File: src/rtl/dec_pkg.sv
// rtl/dec_pkg.sv - shared types and sizes for the decoder select arbiter
package dec_pkg;

  localparam int SEL_W = 2;
  localparam int N_CH  = 4;

  typedef enum logic [1:0] {
    ST_IDLE  = 2'd0,
    ST_GRANT = 2'd1,
    ST_GAP   = 2'd2
  } state_t;

endpackage

File: src/rtl/dec_sel_arb_if.sv
// rtl/dec_sel_arb_if.sv - request/grant bundle between requesters and the decoder arbiter
interface dec_sel_arb_if;
  import dec_pkg::*;

  logic [N_CH-1:0] req;
  logic            done;
  logic            en;
  logic            a0;
  logic            a1;
  logic            timeout;

  modport master (
    output req,
    output done,
    input  en,
    input  a0,
    input  a1,
    input  timeout
  );

  modport slave (
    input  req,
    input  done,
    output en,
    output a0,
    output a1,
    output timeout
  );

endinterface

File: src/rtl/rr_pick4.sv
// rtl/rr_pick4.sv - combinational round-robin pick of four requests
// Scans last+1, last+2, ... (mod 4) and returns the first set request.
module rr_pick4
  import dec_pkg::*;
(
  input  logic [N_CH-1:0]  req,
  input  logic [SEL_W-1:0] last,
  output logic [SEL_W-1:0] idx,
  output logic             valid
);

  logic [SEL_W-1:0] ch;

  always_comb begin
    idx   = '0;
    valid = 1'b0;
    ch    = '0;
    for (int k = 1; k <= N_CH; k++) begin
      ch = last + SEL_W'(k);
      if (!valid && req[ch]) begin
        idx   = ch;
        valid = 1'b1;
      end
    end
  end

endmodule

File: src/rtl/dec_sel_arb.sv
// rtl/dec_sel_arb.sv - round-robin arbiter driving the 2-to-4 decoder select/enable
// One grant at a time with a dead cycle between grants so d0..d3 break before make.
module dec_sel_arb
  import dec_pkg::*;
#(
  parameter int unsigned MAX_HOLD = 15,
  parameter int unsigned CNT_W    = 4
) (
  input  logic         clk,
  input  logic         rst_n,
  dec_sel_arb_if.slave bus
);

  localparam logic [CNT_W-1:0] HOLD_LAST = CNT_W'((MAX_HOLD == 0) ? 0 : MAX_HOLD - 1);

  state_t           state, state_nx;
  logic             en_q, en_nx;
  logic             to_q, to_nx;
  logic [SEL_W-1:0] sel_q, sel_nx;
  logic [SEL_W-1:0] last_q, last_nx;
  logic [CNT_W-1:0] hold_q, hold_nx;

  logic [SEL_W-1:0] pick_idx;
  logic             pick_valid;
  logic             limit_hit;
  logic             owner_req;
  logic             release_now;

  rr_pick4 u_pick (
    .req   (bus.req),
    .last  (last_q),
    .idx   (pick_idx),
    .valid (pick_valid)
  );

  assign limit_hit   = (MAX_HOLD != 0) && (hold_q == HOLD_LAST);
  assign owner_req   = bus.req[sel_q];
  assign release_now = bus.done || !owner_req || limit_hit;

  always_ff @(posedge clk) begin
    if (!rst_n) begin
      state <= ST_IDLE;
    end else begin
      state <= state_nx;
    end
  end

  always_comb begin
    state_nx = state;
    en_nx    = 1'b0;
    to_nx    = 1'b0;
    sel_nx   = sel_q;
    last_nx  = last_q;
    hold_nx  = hold_q;
    case (state)
      ST_IDLE: begin
        if (pick_valid) begin
          state_nx = ST_GRANT;
          en_nx    = 1'b1;
          sel_nx   = pick_idx;
          hold_nx  = '0;
        end
      end
      ST_GRANT: begin
        en_nx   = 1'b1;
        hold_nx = (hold_q == '1) ? hold_q : hold_q + 1'b1;
        if (release_now) begin
          state_nx = ST_GAP;
          en_nx    = 1'b0;
          last_nx  = sel_q;
          // Flag a timeout only when the hold limit alone forced the release.
          to_nx    = limit_hit && !bus.done && owner_req;
        end
      end
      ST_GAP: begin
        state_nx = ST_IDLE;
      end
      default: begin
        state_nx = ST_IDLE;
      end
    endcase
  end

  always_ff @(posedge clk) begin
    if (!rst_n) begin
      en_q   <= 1'b0;
      to_q   <= 1'b0;
      sel_q  <= '0;
      last_q <= SEL_W'(N_CH - 1);
      hold_q <= '0;
    end else begin
      en_q   <= en_nx;
      to_q   <= to_nx;
      sel_q  <= sel_nx;
      last_q <= last_nx;
      hold_q <= hold_nx;
    end
  end

  assign bus.en      = en_q;
  assign bus.a0      = sel_q[0];
  assign bus.a1      = sel_q[1];
  assign bus.timeout = to_q;

endmodule

File: src/flat_wrapper.sv
// flat-port wrapper written by rule: the top's interface ports become plain ports
module dec_sel_arb_flat import dec_pkg::*;
#(
  parameter int unsigned MAX_HOLD = 15,
  parameter int unsigned CNT_W    = 4
)
  (clk, rst_n, bus_req, bus_done, bus_en, bus_a0, bus_a1, bus_timeout);
  dec_sel_arb_if bus_i ();
  input  logic clk;
  input  logic rst_n;
  input wire logic [$bits(bus_i.req)-1:0] bus_req;
  input wire logic [$bits(bus_i.done)-1:0] bus_done;
  output wire logic [$bits(bus_i.en)-1:0] bus_en;
  output wire logic [$bits(bus_i.a0)-1:0] bus_a0;
  output wire logic [$bits(bus_i.a1)-1:0] bus_a1;
  output wire logic [$bits(bus_i.timeout)-1:0] bus_timeout;
  assign bus_i.req = bus_req;
  assign bus_i.done = bus_done;
  assign bus_en = bus_i.en;
  assign bus_a0 = bus_i.a0;
  assign bus_a1 = bus_i.a1;
  assign bus_timeout = bus_i.timeout;
  dec_sel_arb #(.MAX_HOLD(MAX_HOLD), .CNT_W(CNT_W)) u_core (.clk(clk), .rst_n(rst_n), .bus(bus_i));
endmodule
File: config.mk
export PLATFORM = sky130hd
export DESIGN_NAME = dec_sel_arb_flat
export DESIGN_NICKNAME = d
export VERILOG_FILES = /design/src/rtl/dec_pkg.sv /design/src/rtl/dec_sel_arb_if.sv /design/src/rtl/rr_pick4.sv /design/src/rtl/dec_sel_arb.sv /design/src/flat_wrapper.sv
export SDC_FILE = /design/constraint.sdc
export NUM_CORES = 1
export LEC_CHECK = 0
export ABC_AREA = 1
export CAP_MARGIN = 10
export CORE_MARGIN = 2
export CORE_UTILIZATION = 48
export CTS_CLUSTER_DIAMETER = 100
export DETAILED_ROUTE_END_ITERATION = 7
export PLACE_DENSITY = 0.73
export REMOVE_ABC_BUFFERS = 1
export SLEW_MARGIN = 15
export SYNTH_ARGS = -nofsm -noshare
export SYNTH_HDL_FRONTEND = slang
export SYNTH_SLANG_ARGS = --single-unit
File: constraint.sdc
create_clock -name clk -period 1.5 [get_ports clk]
set_clock_uncertainty 0.2 [all_clocks]
set_input_delay 0.3 -clock clk [delete_from_list [all_inputs] [get_ports clk]]
set_output_delay 0.3 -clock clk [all_outputs]
set_load 0.005 [all_outputs]
-- Word level (Yosys, flattened, before mapping)
Index checks and enable logic that the tools add are counted.
- equality and inequality tests: 6
- mux-type cells: 27
- reductions and logical operators: 19
- add/subtract/negate cells: 4
- $lt $le $gt $ge: 5
- operator list (kind ; number):
    < comparator 2 x 3 -> 1 bit (second input constant) ; 5
    2-to-1 mux 2 bit ; 6
    2-to-1 mux 1 bit ; 11
    binary-select mux 1 bit (select 2 bit) ; 5
    equality test 4 bit (second input constant) ; 2
    2-to-1 mux 4 bit ; 2
    case mux 4 bit (2 select lines) ; 1
    AND reduction 2 bit ; 3
    AND reduction 3 bit ; 2
    logical AND 1 bit ; 5
    logical NOT 1 bit ; 5
    adder 2 bit (second input constant) ; 2
    adder 4 x 1 -> 4 bit (second input constant) ; 1
    != test 2 x 1 -> 1 bit (second input constant) ; 2
    case mux 2 bit (2 select lines) ; 1
    adder 2 x 1 -> 2 bit (second input constant) ; 1
    equality test 2 x 1 -> 1 bit (second input constant) ; 1
    logical NOT 2 bit ; 1
    logical OR 1 bit ; 2
    != test 2 bit (second input constant) ; 1
    case mux 1 bit (2 select lines) ; 1
    nonzero test 2 bit ; 1
- bits of input ports: 7
- register bits after elaboration: 12
- output and inout bits: 4

-- Depth between registers and ports, before layout
- depth after elaboration: 15
- mapped depth: 12
- mapped depth without buffers: 11

-- By module
A second synthesis with hierarchy kept.
- cell total of the unflattened synthesis: 124
- area total of the unflattened synthesis: 819.5 um^2
- modules (own cells, without submodules) (module ; cells each ; times used ; seq. area each (um^2) ; area each (um^2)):
    dec_sel_arb ; 72 ; 1 ; 240.2 ; 548.0
    rr_pick4 ; 52 ; 1 ; 0.0 ; 271.5

-- Least setup slack after synthesis
Ideal clock, no wire load.
- path kind: flip-flop to flip-flop
- start: register u_core.last_q[0]
- end: register u_core.hold_q[1]
- data arrival time: 1.205 ns
- cell stages (with the launch flop): 12
- path buffers: 1
- data required time: 1.188 ns
- period minus slack after synthesis: 1.517 ns
- setup slack: -0.017 ns
- path through: dfxtp_1 -> buf_6 -> inv_6 -> nand2_1 -> nand2_2 -> nand3_1 -> nand2_2 -> nand4_4 -> nand2_2 -> inv_1 -> nor2_1 -> nor2_1
- cells in the longest elaborated chain, start to end: 15
- elaborated cells on any way between the ends: 23
- those cells by class: 3 x add/sub; 1 x eq/ne; 12 x mux; 7 x reduce/logical
- RTL lines (element ; line ; RTL):
    start: declaration ; dec_sel_arb.sv:20 ; logic [SEL_W-1:0] last_q, last_nx;
    start signal: assignment ; dec_sel_arb.sv:89 ; last_q <= SEL_W'(N_CH - 1);
    start signal: assignment ; dec_sel_arb.sv:95 ; last_q <= last_nx;
    adder 2 x 1 -> 2 bit ; rr_pick4.sv:19 ; ch = last + SEL_W'(k);
    binary-select mux 1 bit (select 2 bit) ; rr_pick4.sv:20 ; if (!valid && req[ch]) begin
    2-to-1 mux 1 bit (not written as such) ; rr_pick4.sv:20 ;
    2-to-1 mux 1 bit ; rr_pick4.sv:20 ;
    logical NOT 1 bit ; rr_pick4.sv:20 ;
    logical AND 1 bit ; rr_pick4.sv:20 ;
    2-to-1 mux 1 bit ; rr_pick4.sv:20 ;
    logical NOT 1 bit ; rr_pick4.sv:20 ;
    logical AND 1 bit ; rr_pick4.sv:20 ;
    2-to-1 mux 1 bit ; rr_pick4.sv:20 ;
    logical NOT 1 bit ; rr_pick4.sv:20 ;
    logical AND 1 bit ; rr_pick4.sv:20 ;
    2-to-1 mux 1 bit * ; rr_pick4.sv:20 ;
    != test 2 x 1 -> 1 bit (no source line) * ; -- ;
    AND reduction 3 bit (no source line) * ; -- ;
    end signal: assignment ; dec_sel_arb.sv:96 ; hold_q <= hold_nx;
    end: declaration ; dec_sel_arb.sv:21 ; logic [CNT_W-1:0] hold_q, hold_nx;
Every way passes the cells marked *; elsewhere a longest branch is shown, timed or not. The select of a mux whose other input is x is not followed.
A chain may end at the register's enable or synchronous reset.

-- Worst setup path in the final report
- start: register u_core.last_q[0]
- end: register u_core.sel_q[1]
- cells in the longest elaborated chain, start to end: 14
- elaborated cells on any way between the ends: 26
- those cells by class: 3 x add/sub; 16 x mux; 7 x reduce/logical
- RTL lines (element ; line ; RTL):
    adder 2 x 1 -> 2 bit ; rr_pick4.sv:19 ;
    binary-select mux 1 bit (select 2 bit) ; rr_pick4.sv:20 ;
    2-to-1 mux 1 bit (not written as such) ; rr_pick4.sv:20 ;
    2-to-1 mux 1 bit ; rr_pick4.sv:20 ;
    logical NOT 1 bit ; rr_pick4.sv:20 ;
    logical AND 1 bit ; rr_pick4.sv:20 ;
    2-to-1 mux 1 bit ; rr_pick4.sv:20 ;
    logical NOT 1 bit ; rr_pick4.sv:20 ;
    logical AND 1 bit ; rr_pick4.sv:20 ;
    2-to-1 mux 1 bit ; rr_pick4.sv:20 ;
    logical NOT 1 bit ; rr_pick4.sv:20 ;
    logical AND 1 bit ; rr_pick4.sv:20 ;
    2-to-1 mux 1 bit ; rr_pick4.sv:20 ;
    AND reduction 2 bit (no source line) ; -- ;
    end signal: assignment ; dec_sel_arb.sv:94 ; sel_q <= sel_nx;
    end: declaration ; dec_sel_arb.sv:19 ; logic [SEL_W-1:0] sel_q, sel_nx;
Parallel ways exist; a longest one is shown, timed or not. The select of a mux whose other input is x is not followed.

==> results.yml <==
outcome:
  status: "complete, but fails checks"
  failed_checks: "setup timing"
worst_hold_path:
  hold_path.class: "reg2reg"
global_routing:
  antenna_found_initial: 0
  grt_pass1_vias: 918
  gr-total-overflow: 0
  grtUsageTotal: 0.225
  grt_first_pass_wirelength_um: 3390
  grt_max_degree: 11
sta:
  maxSlewHeadroom: 0.823
  period_needed_ns: 1.69
  fin_ws_ns: -0.186
  clock.fmax_ghz: 0.593
  maxSlewViolCount: 0
  finalSetupViolCount: 8
  tightestPinTransition_ns: 0.264
  fin_crit_sh: 1.12
  rsz0062_at_grt: "true"
  finalHoldViolations: 0
detailed_routing:
  antenna_left: 0
  drt_pass1_iterations: 4
  avgRoutedWirePerCell_um: 11.6
  drc_errors: 0
  drt_iter0_drc: 13
  vias_per_cell: 5.19
  wl_um: 2150
  dr_total_vias: 965
cells_and_area:
  fillers: 133
  final_nets: 171
  syn_to_final_growth_pct: 47.7
  multi_input_area_um2: 603
  drive_above_1_share: 0.410
  antenna-diode-count: 0
  seqCellArea_um2: 251
  layout.cells.non_filler: 186
  postLayoutCellArea_um2: 1280
power:
  seqPwrFrac: 0.231
  p_sw_mw: 1.02
  leakage_nw: 0.654
  p_sw_frac: 0.449
  max-vdd-ir-drop_mv: 1.17
  power_density_nw_per_um2: 1780
  p_int_mw: 1.25
  clockPowerShare: 0.114
  p_comb_frac: 0.655
logic_synthesis:
  ys_warn_count: 0
  synth_top_area_share: 0.277
  synth-edff-count: 0
  synth_area_leader_cell: "dfxtp_1"
  async_reset_ff_frac: 0
  synth.most_common_cell: "nand2_1"
  synth_top_cells_by_count: "nand2_1 (33), nand3_1 (16), inv_1 (14)"
  synth.distinct_cells: 25
  synth.area.top_cells: "dfxtp_1 (28%), nand2_1 (14%), nand3_1 (9.2%)"
  synth_area_per_cell_um2: 6.82
  synth_top_flop_cell: "dfxtp_1"
  synth.yosys.seq_area_share: 0.277
  synth_area_um2: 866
  synth_cells: 127
  ys_seq_elements: 12
clock_network:
  clkSinkCount: 12
  tritoncts: "built"
  insertion_delay_ns: 0.27
  cts-root-buf: "clkbuf_4"
  cts_buffer_depth: 2
  cts_made_buffers: 3
  cts_max_level: 1
  clkSlewWorstSetupHoldPaths_ns: 0.08
  hold_buffers: 0
place:
  place_hpwl_um: 1630
  place_area_um2: 1140
  port_buffers: 10
  gp_congestion: 0.858
  placedCellCount: 180
floorplan:
  die_area_um2: 2160
  fp-row-count: 15
  die_x_um: 46.5
  die_h_um: 46.5
  initial_core_util: 0.507
  num_io_pins: 11
  core_um2: 1710
run:
  cap_violations: 0
worst_setup_path:
  cp-endpoint: "u_core.sel_q[1]$_SDFFE_PN0P_"
  path_class: "reg2reg"
  cpPeakStageDelay_ns: 0.38
  path_buf_inv: 3
  reg2regPathDepth: 12
  worstPathArrival_ns: 1.68
  worstReg2RegStart: "u_core.last_q[0]$_SDFFE_PN1P_"
  cp.depth: 12
  critPathMostFrequentCell: "nand2_2"
  endpoint_kind: "register"
  cp_max_fo: 7
  setup.worst_path.start: "u_core.last_q[0]$_SDFFE_PN1P_"
  rrSetupSlack_ns: -0.19
  startpoint_type: "register"
  crit_chain: "buf_12, inv_8, nand2_2, nand2_2, nand2_2, nand2_4, nor2_8, buf_4, nand4_1, nand3_1, nor2_1, nor2_1"
  cpLargestDelayFamily: "simple AND/OR/NAND/NOR gates"
  critPathSlowestCell: "dfxtp_4"
  r2r-end: "u_core.sel_q[1]$_SDFFE_PN0P_"
  critical_path_required_ns: 1.50
-- final cells by class --
class                   count  share of cell area
repair buffers             32               0.226
multi-input cells          97               0.472
inverters                  16              0.0528
well taps                  25              0.0245
clock buffers               4              0.0284
flip-flops and latches     12               0.197
-- flip-flops by register name, summed over array words and instances (netlist names) --
name                count
u_core.last_q           2
u_core.sel_q            2
u_core.state            2
u_core.bus.en           1
u_core.bus.timeout      1
u_core.hold_q           4
-- placed cells by master (no fill, tap or decap), types with 4 or more instances in the layout --
cell type,Yosys,routed
nand2_1,33,26
dlygate4sd2_1,0,7
nand2_4,3,6
nand2_2,9,13
nand3_1,16,13
dfxtp_1,12,7
nor2_1,9,8
inv_1,14,13
nand3_2,1,4
o211ai_1,4,4
buf_4,0,20
-- power by group through the flow --
stage,logic (mW),clock network [mW],registers [mW]
floorplan,0.818,0,0.504
global placement,1.32,0,0.499
detailed placement,1.35,0,0.502
CTS,1.36,0.268,0.502
global route,1.64,0.287,0.535
finish,1.49,0.259,0.527
-- metrics by stage --
step / TNS (ns) / total power, mW / utilization / hold WS (ns) / setup slack, ns
after CTS: -1.14 / 2.13 / 0.695 / 0.294 / -0.159
after detailed placement: -4.79 / 1.85 / 0.670 / 0.283 / -0.477
final: -1.11 / 2.28 / 0.749 / 0.288 / -0.186
after global placement: -4.36 / 1.82 / 0.670 / 0.273 / -0.431
after floorplan: -0.634 / 1.32 / - / 0.184 / -0.127
after global routing: -1.90 / 2.46 / 0.749 / 0.328 / -0.278
-- worst min-delay path by stage --
stage                                              from                             to  slack (ns)  cells after the start
after detailed placement  u_core.hold_q[3]$_SDFFE_PN0P_  u_core.hold_q[3]$_SDFFE_PN0P_        0.28                      2
after global routing      u_core.hold_q[3]$_SDFFE_PN0P_  u_core.hold_q[3]$_SDFFE_PN0P_        0.33                      2
after CTS                 u_core.hold_q[3]$_SDFFE_PN0P_  u_core.hold_q[3]$_SDFFE_PN0P_        0.29                      2
final                     u_core.hold_q[3]$_SDFFE_PN0P_  u_core.hold_q[3]$_SDFFE_PN0P_        0.29                      2
after global placement    u_core.hold_q[3]$_SDFFE_PN0P_  u_core.hold_q[3]$_SDFFE_PN0P_        0.27                      2
after floorplan                                   rst_n  u_core.last_q[0]$_SDFFE_PN1P_        0.18                      1
-- worst min-delay path, delay by kind of cell, from the launching register on --
kind / cells / cell delay (ns)
flops: 1 / 0.33
simple gates: 1 / 0.07
compound gates: 1 / 0.05
-- kinds of logic (layout without fill, tap and decap cells) --
logic type / count (synthesis) / count (layout) / synth area share
simple gates: 79 / 79 / 0.481
flops: 12 / 12 / 0.277
buf+inv: 18 / 52 / 0.0925
xor+xnor: 1 / 1 / 0.0101
compound gates: 15 / 15 / 0.110
fa+ha+maj: 2 / 2 / 0.0289
-- repair_timing --
action	4_1_cts	5_1_grt
pin swaps	2	9
cloned	0	1
gates resized for setup	14	19
buffers inserted	0	1
endpoints found under the setup margin	15	11
-- metal layers --
metal,routed length (um),GRT usage,share of wire
met5,0,0,0
met4,92,0.171,0.043
met3,64,0.0392,0.030
met2,1080,0.394,0.50
met1,917,0.233,0.43
Note: power is estimated with default switching activity, not from simulation.
==> RTL change 1 (same flow settings) <==
`CNT_W` is set to 4 in 2 places; all go to 6.
--- a/src/rtl/dec_sel_arb.sv
+++ b/src/rtl/dec_sel_arb.sv
@@ -4,7 +4,7 @@
   import dec_pkg::*;
 #(
   parameter int unsigned MAX_HOLD = 15,
-  parameter int unsigned CNT_W    = 4
+  parameter int unsigned CNT_W    = 6
 ) (
   input  logic         clk,
   input  logic         rst_n,
--- a/src/flat_wrapper.sv
+++ b/src/flat_wrapper.sv
@@ -2,7 +2,7 @@
 module dec_sel_arb_flat import dec_pkg::*;
 #(
   parameter int unsigned MAX_HOLD = 15,
-  parameter int unsigned CNT_W    = 4
+  parameter int unsigned CNT_W    = 6
 )
   (clk, rst_n, bus_req, bus_done, bus_en, bus_a0, bus_a1, bus_timeout);
   dec_sel_arb_if bus_i ();
Function: same outputs for any inputs over 10 cycles, from zero or initial values and one cycle with rst_n low; that may be too few to reach the edited logic, so the function may still have changed.
==> RTL change 1 against the unedited design <==
  * The run still ends with negative setup slack left
  * Sequential power down 1%
  * Count of clock-buffer cells in the layout unchanged
  * Power up 4.5%
  * Setup slack better by 0.020 ns
  * Largest power group unchanged
  * Via count up 10%
  * Sequential cell count up 2
  * Highest routed layer unchanged
  * Cell area up 12%
  * Synthesized area up 17%
  * Synthesized cell count up 17%
  * Maximum frequency up 1.2%
  * Wire length up 19%
  * Hold slack better by 0.025 ns
==> RTL change 1: results (changes against the unedited design) <==
Setup path:
- The cell count of the worst reg-to-reg path is 10 (-2).
- The reg2reg setup slack is -0.17 ns (+0.02 ns).
- The slowest stage of the critical path is the dfxtp_2 cell.
- The delay contributed by the slowest stage of the critical path came to 0.33 ns (-0.05 ns).
- In this run the worst setup path terminates at u_core.hold_q[3].
- The peak fanout along the critical path was 8 (+1).

Layout:
- The fraction of layout cells with a size suffix above 1 was 41.7% (+0.67 points).
- The number of filler instances in the final layout is 154 (+16%).
- The post-route non-filler standard cell count is 207 (+11%).
- The final-stage net count is 190 (+11%).
- The number of flip-flops in the largest register is 6 (+2).

GRT:
- The via count of the first global-routing pass is 952 (+3.7%).
- The largest net degree at the start of global routing is 9 (-2).
- The met1 global-route usage came to 26.9% (+3.6 points).

STA:
- The final worst setup slack is -0.165 ns (+0.0203 ns).
- The sum of negative setup slack was -1.32 ns (-0.209 ns).
- The count of endpoints failing setup in the final report is 10 (+2).
- The max-slew headroom at the worst pin is 80.6% (-1.8 points).

Placement:
- The HPWL reported at the end of detailed placement is 1.72 mm (+5.4%).
- The weighted congestion reported at the end of routability-driven placement is 0.891 (+3.8%).

Synthesis:
- The sequential-to-total area share from yosys stat is 27.7% (-0.057 points).
- The share of the synthesized netlist area taken by xor and xnor gates is 1.73% (+0.72 points).
- The unique cell type count in the Yosys netlist is 26 (+4.0%).
- The post-synthesis area per instance is 6.84 sq um (+0.32%).

Outcome:
- The final reports fail on negative setup slack.
- The flow ran to the end, but the final reports show violations.

Pwr:
- The internal power is 1.26 mW (+0.61%).
- The power dissipated in sequential cells was 0.520 mW (-1%).
- The power dissipated in the clock network was 0.270 mW (+4%).

Drt:
- The sum of routed wire segments on met1 is 1.14 mm (+24%).
- The total length of routed met2 wires is 1.27 mm (+18%).
- The count of routing violations after the opening detailed-route iteration was 29 (+16).
- The detailed-routed wire length on met3 is 99 microns (+55%).
- The detailed-route wire length per cell is 12.3 microns (+6.9%).
==> RTL change 1: cell type report <==
class	count	area [sq um]	area share (%)
well taps	27	33.8	2.36
multi-input cells	114	748	52.3
flip-flops and latches	14	285	19.9
repair buffers	29	249	17.4
clock buffers	4	36.3	2.53
inverters	19	78.8	5.51
==> RTL change 1: through the flow <==
stage | total power, mW | utilization, % | instance area, sq um | hold WS (ns) | worst slack, ns
after floorplan | 1.39 | - | 990 | 0.199 | -0.129
after detailed placement | 1.79 | 61.5 | 1220 | 0.290 | -0.508
after global placement | 1.77 | 61.5 | 1220 | 0.288 | -0.507
final | 2.38 | 72.2 | 1430 | 0.313 | -0.165
after global routing | 2.55 | 72.2 | 1430 | 0.333 | -0.255
after CTS | 2.25 | 69.0 | 1370 | 0.302 | -0.121
==> RTL change 1: repair_timing <==
| item | CTS | global route |
|---|---|---|
| cloned | 1 | 0 |
| pin swaps | 5 | 12 |
| setup buffers | 5 | 3 |
| resized for setup | 30 | 16 |
| setup endpoints to repair | 17 | 13 |
==> RTL change 2 (config.mk and constraints unchanged) <==
Without the edit above. Encoding of `state_t`: now one-hot (3 bits for 3 states).
--- a/src/rtl/dec_pkg.sv
+++ b/src/rtl/dec_pkg.sv
@@ -4,10 +4,10 @@
   localparam int SEL_W = 2;
   localparam int N_CH  = 4;
 
-  typedef enum logic [1:0] {
-    ST_IDLE  = 2'd0,
-    ST_GRANT = 2'd1,
-    ST_GAP   = 2'd2
+  typedef enum logic [2:0] {
+    ST_IDLE  = 3'b001,
+    ST_GRANT = 3'b010,
+    ST_GAP   = 3'b100
   } state_t;
 
 endpackage
Formal check against the unedited RTL: no difference found for any inputs over 10 cycles, from zero or initial values and one cycle with rst_n low; not proved beyond that.
==> RTL change 2 against the unedited design <==
  * The run still ends with negative setup slack left
  * Sequential power shrank 9.3%
  * Largest cell class unchanged
  * Cell area grew 2.6%
  * Synthesized area shrank 2.7%
  * Highest routed layer unchanged
  * Setup slack gained 0.016 ns
  * Power shrank 28%
  * Wire length grew 18%
  * Critical endpoint is now u_core.hold_q[1]
  * Synthesized cell count grew 5.5%
  * Largest power group unchanged
  * First-iteration DRC count grew to 2.6 times the old value
  * Critical path type unchanged
  * Sequential cell count grew 1
  * Sequential share of layout area grew 1.0 points
==> RTL change 2: results (changes against the unedited design) <==
STA:
- The actual slew at the worst max-slew pin is 0.225 ns (-0.0394 ns).
- The count of endpoints failing setup in the final report is 10 (+2).
- The sum of negative setup slack came to -1.19 ns (-0.0758 ns).
- The final hold slack is 0.313 ns (+0.0250 ns).
- The final worst setup slack is -0.170 ns (+0.0155 ns).

Min path:
- The min-delay analysis places its worst path in the category reg -> reg.

GRT:
- The total track usage is 22.5% (+0.038 points).
- The via count of the first global-routing pass is 871 (-5.1%).
- The wire length of the first global-routing pass came to 3.44 mm (+1.4%).
- The largest net degree at the start of global routing was 9 (-2).

Synthesis:
- The count of mapped cells out of synthesis is 134 (+5.5%).
- The unique cell type count in the Yosys netlist is 21 (-16%).
- The Yosys warning count was 0 (unchanged).
- The sequential-to-total area share from yosys stat was 30.9% (+3.2 points).
- The area share of fa/ha/maj cells after synthesis is 2.97% (+0.082 points).
- The share of the synthesized netlist area taken by xor and xnor gates is 2.08% (+1.1 points).
- The synthesized-area fraction occupied by ao, oa, aoi and oai cells is 10.3% (-0.73 points).
- In the synthesized netlist, the cells that appear most often are 44 x nand2_1, 21 x inv_1, 17 x nand3_1.
- By area the synthesized netlist is led by dfxtp_1 31%, nand2_1 20%, nand3_1 10%.
- The post-synthesis async set-or-reset flop share was 0% (unchanged).

Layout:
- The largest registers in the layout are u_core.hold_q (4), u_core.state (3).
- The antenna cell count is 0 (unchanged).
- The fraction of layout cells with a size suffix above 1 is 40.6% (-0.41 points).
- The final-stage net count is 180 (+5.3%).

Setup path:
- The cell at the slowest stage of the critical path is dfxtp_4.
- The data arrival time of the critical path is 1.65 ns (-0.03 ns).
- The delay contributed by the slowest stage of the critical path is 0.38 ns (about the same).
- The peak fanout along the critical path is 5 (-2).

Placement:
- The weighted congestion reported at the end of routability-driven placement came to 0.909 (+6.0%).
- The port buffer count is 10 (unchanged).
- The HPWL reported at the end of detailed placement is 1.59 mm (-2.2%).

Drt:
- The aggregate routed wire length was 2.53 mm (+18%).
- The count of routing violations after the opening detailed-route iteration is 34 (+21).
- The detailed-route wire length per cell was 13.5 microns (+17%).
- The number of iterations in the first detailed-routing pass is 5 (+1).
- The via total after detailed routing came to 1023 (+6.0%).

Clock tree:
- The number of buffers on the longest clock path is 2 (unchanged).
- The cell at the root of the clock tree is clkbuf_4.
- The clock transition at the register clock pins on the worst setup and hold paths after CTS is 0.08 ns (about the same).

Outcome:
- The final reports fail on negative setup slack.
- The run finished, with violations left.

Pwr:
- The net switching power is 0.713 mW (-30%).
- The clock group share of total power is 13.4% (+2.0 points).
- The maximum VDD drop is 0.813 mV (-31%).
- The leakage power total is 0.670 nW (+2.4%).
-- RTL change 2: power by group through the flow --
stage                     clock (mW)  combinational (mW)  sequential [mW]
after floorplan                    0               0.426            0.474
after global placement             0               0.660            0.482
after detailed placement           0               0.677            0.486
after CTS                      0.221               0.770            0.473
after global routing           0.233                1.02            0.487
final                          0.221               0.944            0.478
-- RTL change 2: metal layers --
metal / GRT usage [%] / routed length [microns] / up-vias
met5: 0 / 0 / -
met4: 9.71 / 75 / 0
met1: 26.9 / 1050 / 467
met3: 3.17 / 111 / 12
li1: - / - / 502
met2: 39.4 / 1300 / 42
-- RTL change 2: final timing paths --
kind                            cells past startpoint              from               end
worst max-delay path                               11  u_core.last_q[0]  u_core.hold_q[1]
worst min-delay path                                2  u_core.hold_q[0]  u_core.hold_q[0]
worst max register to register                     11  u_core.last_q[0]  u_core.hold_q[1]
worst min register to register                      2  u_core.hold_q[0]  u_core.hold_q[0]
-- RTL change 2: layout make-up --
type,instances,area [sq um]
clock buffers,4,26.3
flip-flops and latches,13,272
fillers,138,377
multi-input cells,98,623
repair buffers,33,280
well taps,17,21.3
inverters,22,90.1
-- RTL change 2: cells by family (layout without fill, tap and decap cells) --
group | after synthesis | count (layout)
buffers and inverters | 23 | 59
adder cells (fa/ha/maj) | 2 | 2
XOR/XNOR | 2 | 2
flip-flops | 13 | 13
AO/OA/AOI/OAI | 14 | 14
AND/OR/NAND/NOR | 80 | 80
-- RTL change 2: critical path: cells and delay by family (launching register included) --
family                 cells  cell delay (ns)
and+or+nand+nor            9             0.83
DFF                        1             0.38
buffers and inverters      2             0.17
-- RTL change 2: through the flow --
| step | cell area (sq um) | setup slack, ns | power (mW) | utilization (%) |
|---|---|---|---|---|
| 5_1_grt | 1310 | -0.262 | 1.74 | 77.7 |
| 4_1_cts | 1180 | -0.156 | 1.46 | 70.0 |
| 6_report | 1310 | -0.170 | 1.64 | 77.7 |
| 2_1_floorplan | 838 | -0.0495 | 0.900 | - |
| 3_3_place_gp | 1080 | -0.446 | 1.14 | 63.9 |
| 3_5_place_dp | 1080 | -0.485 | 1.16 | 63.9 |
-- RTL change 2: repair_timing --
action	CTS	global route
setup buffers	6	1
setup endpoints to repair	15	13
pin swaps	18	21
gates resized for setup	26	36
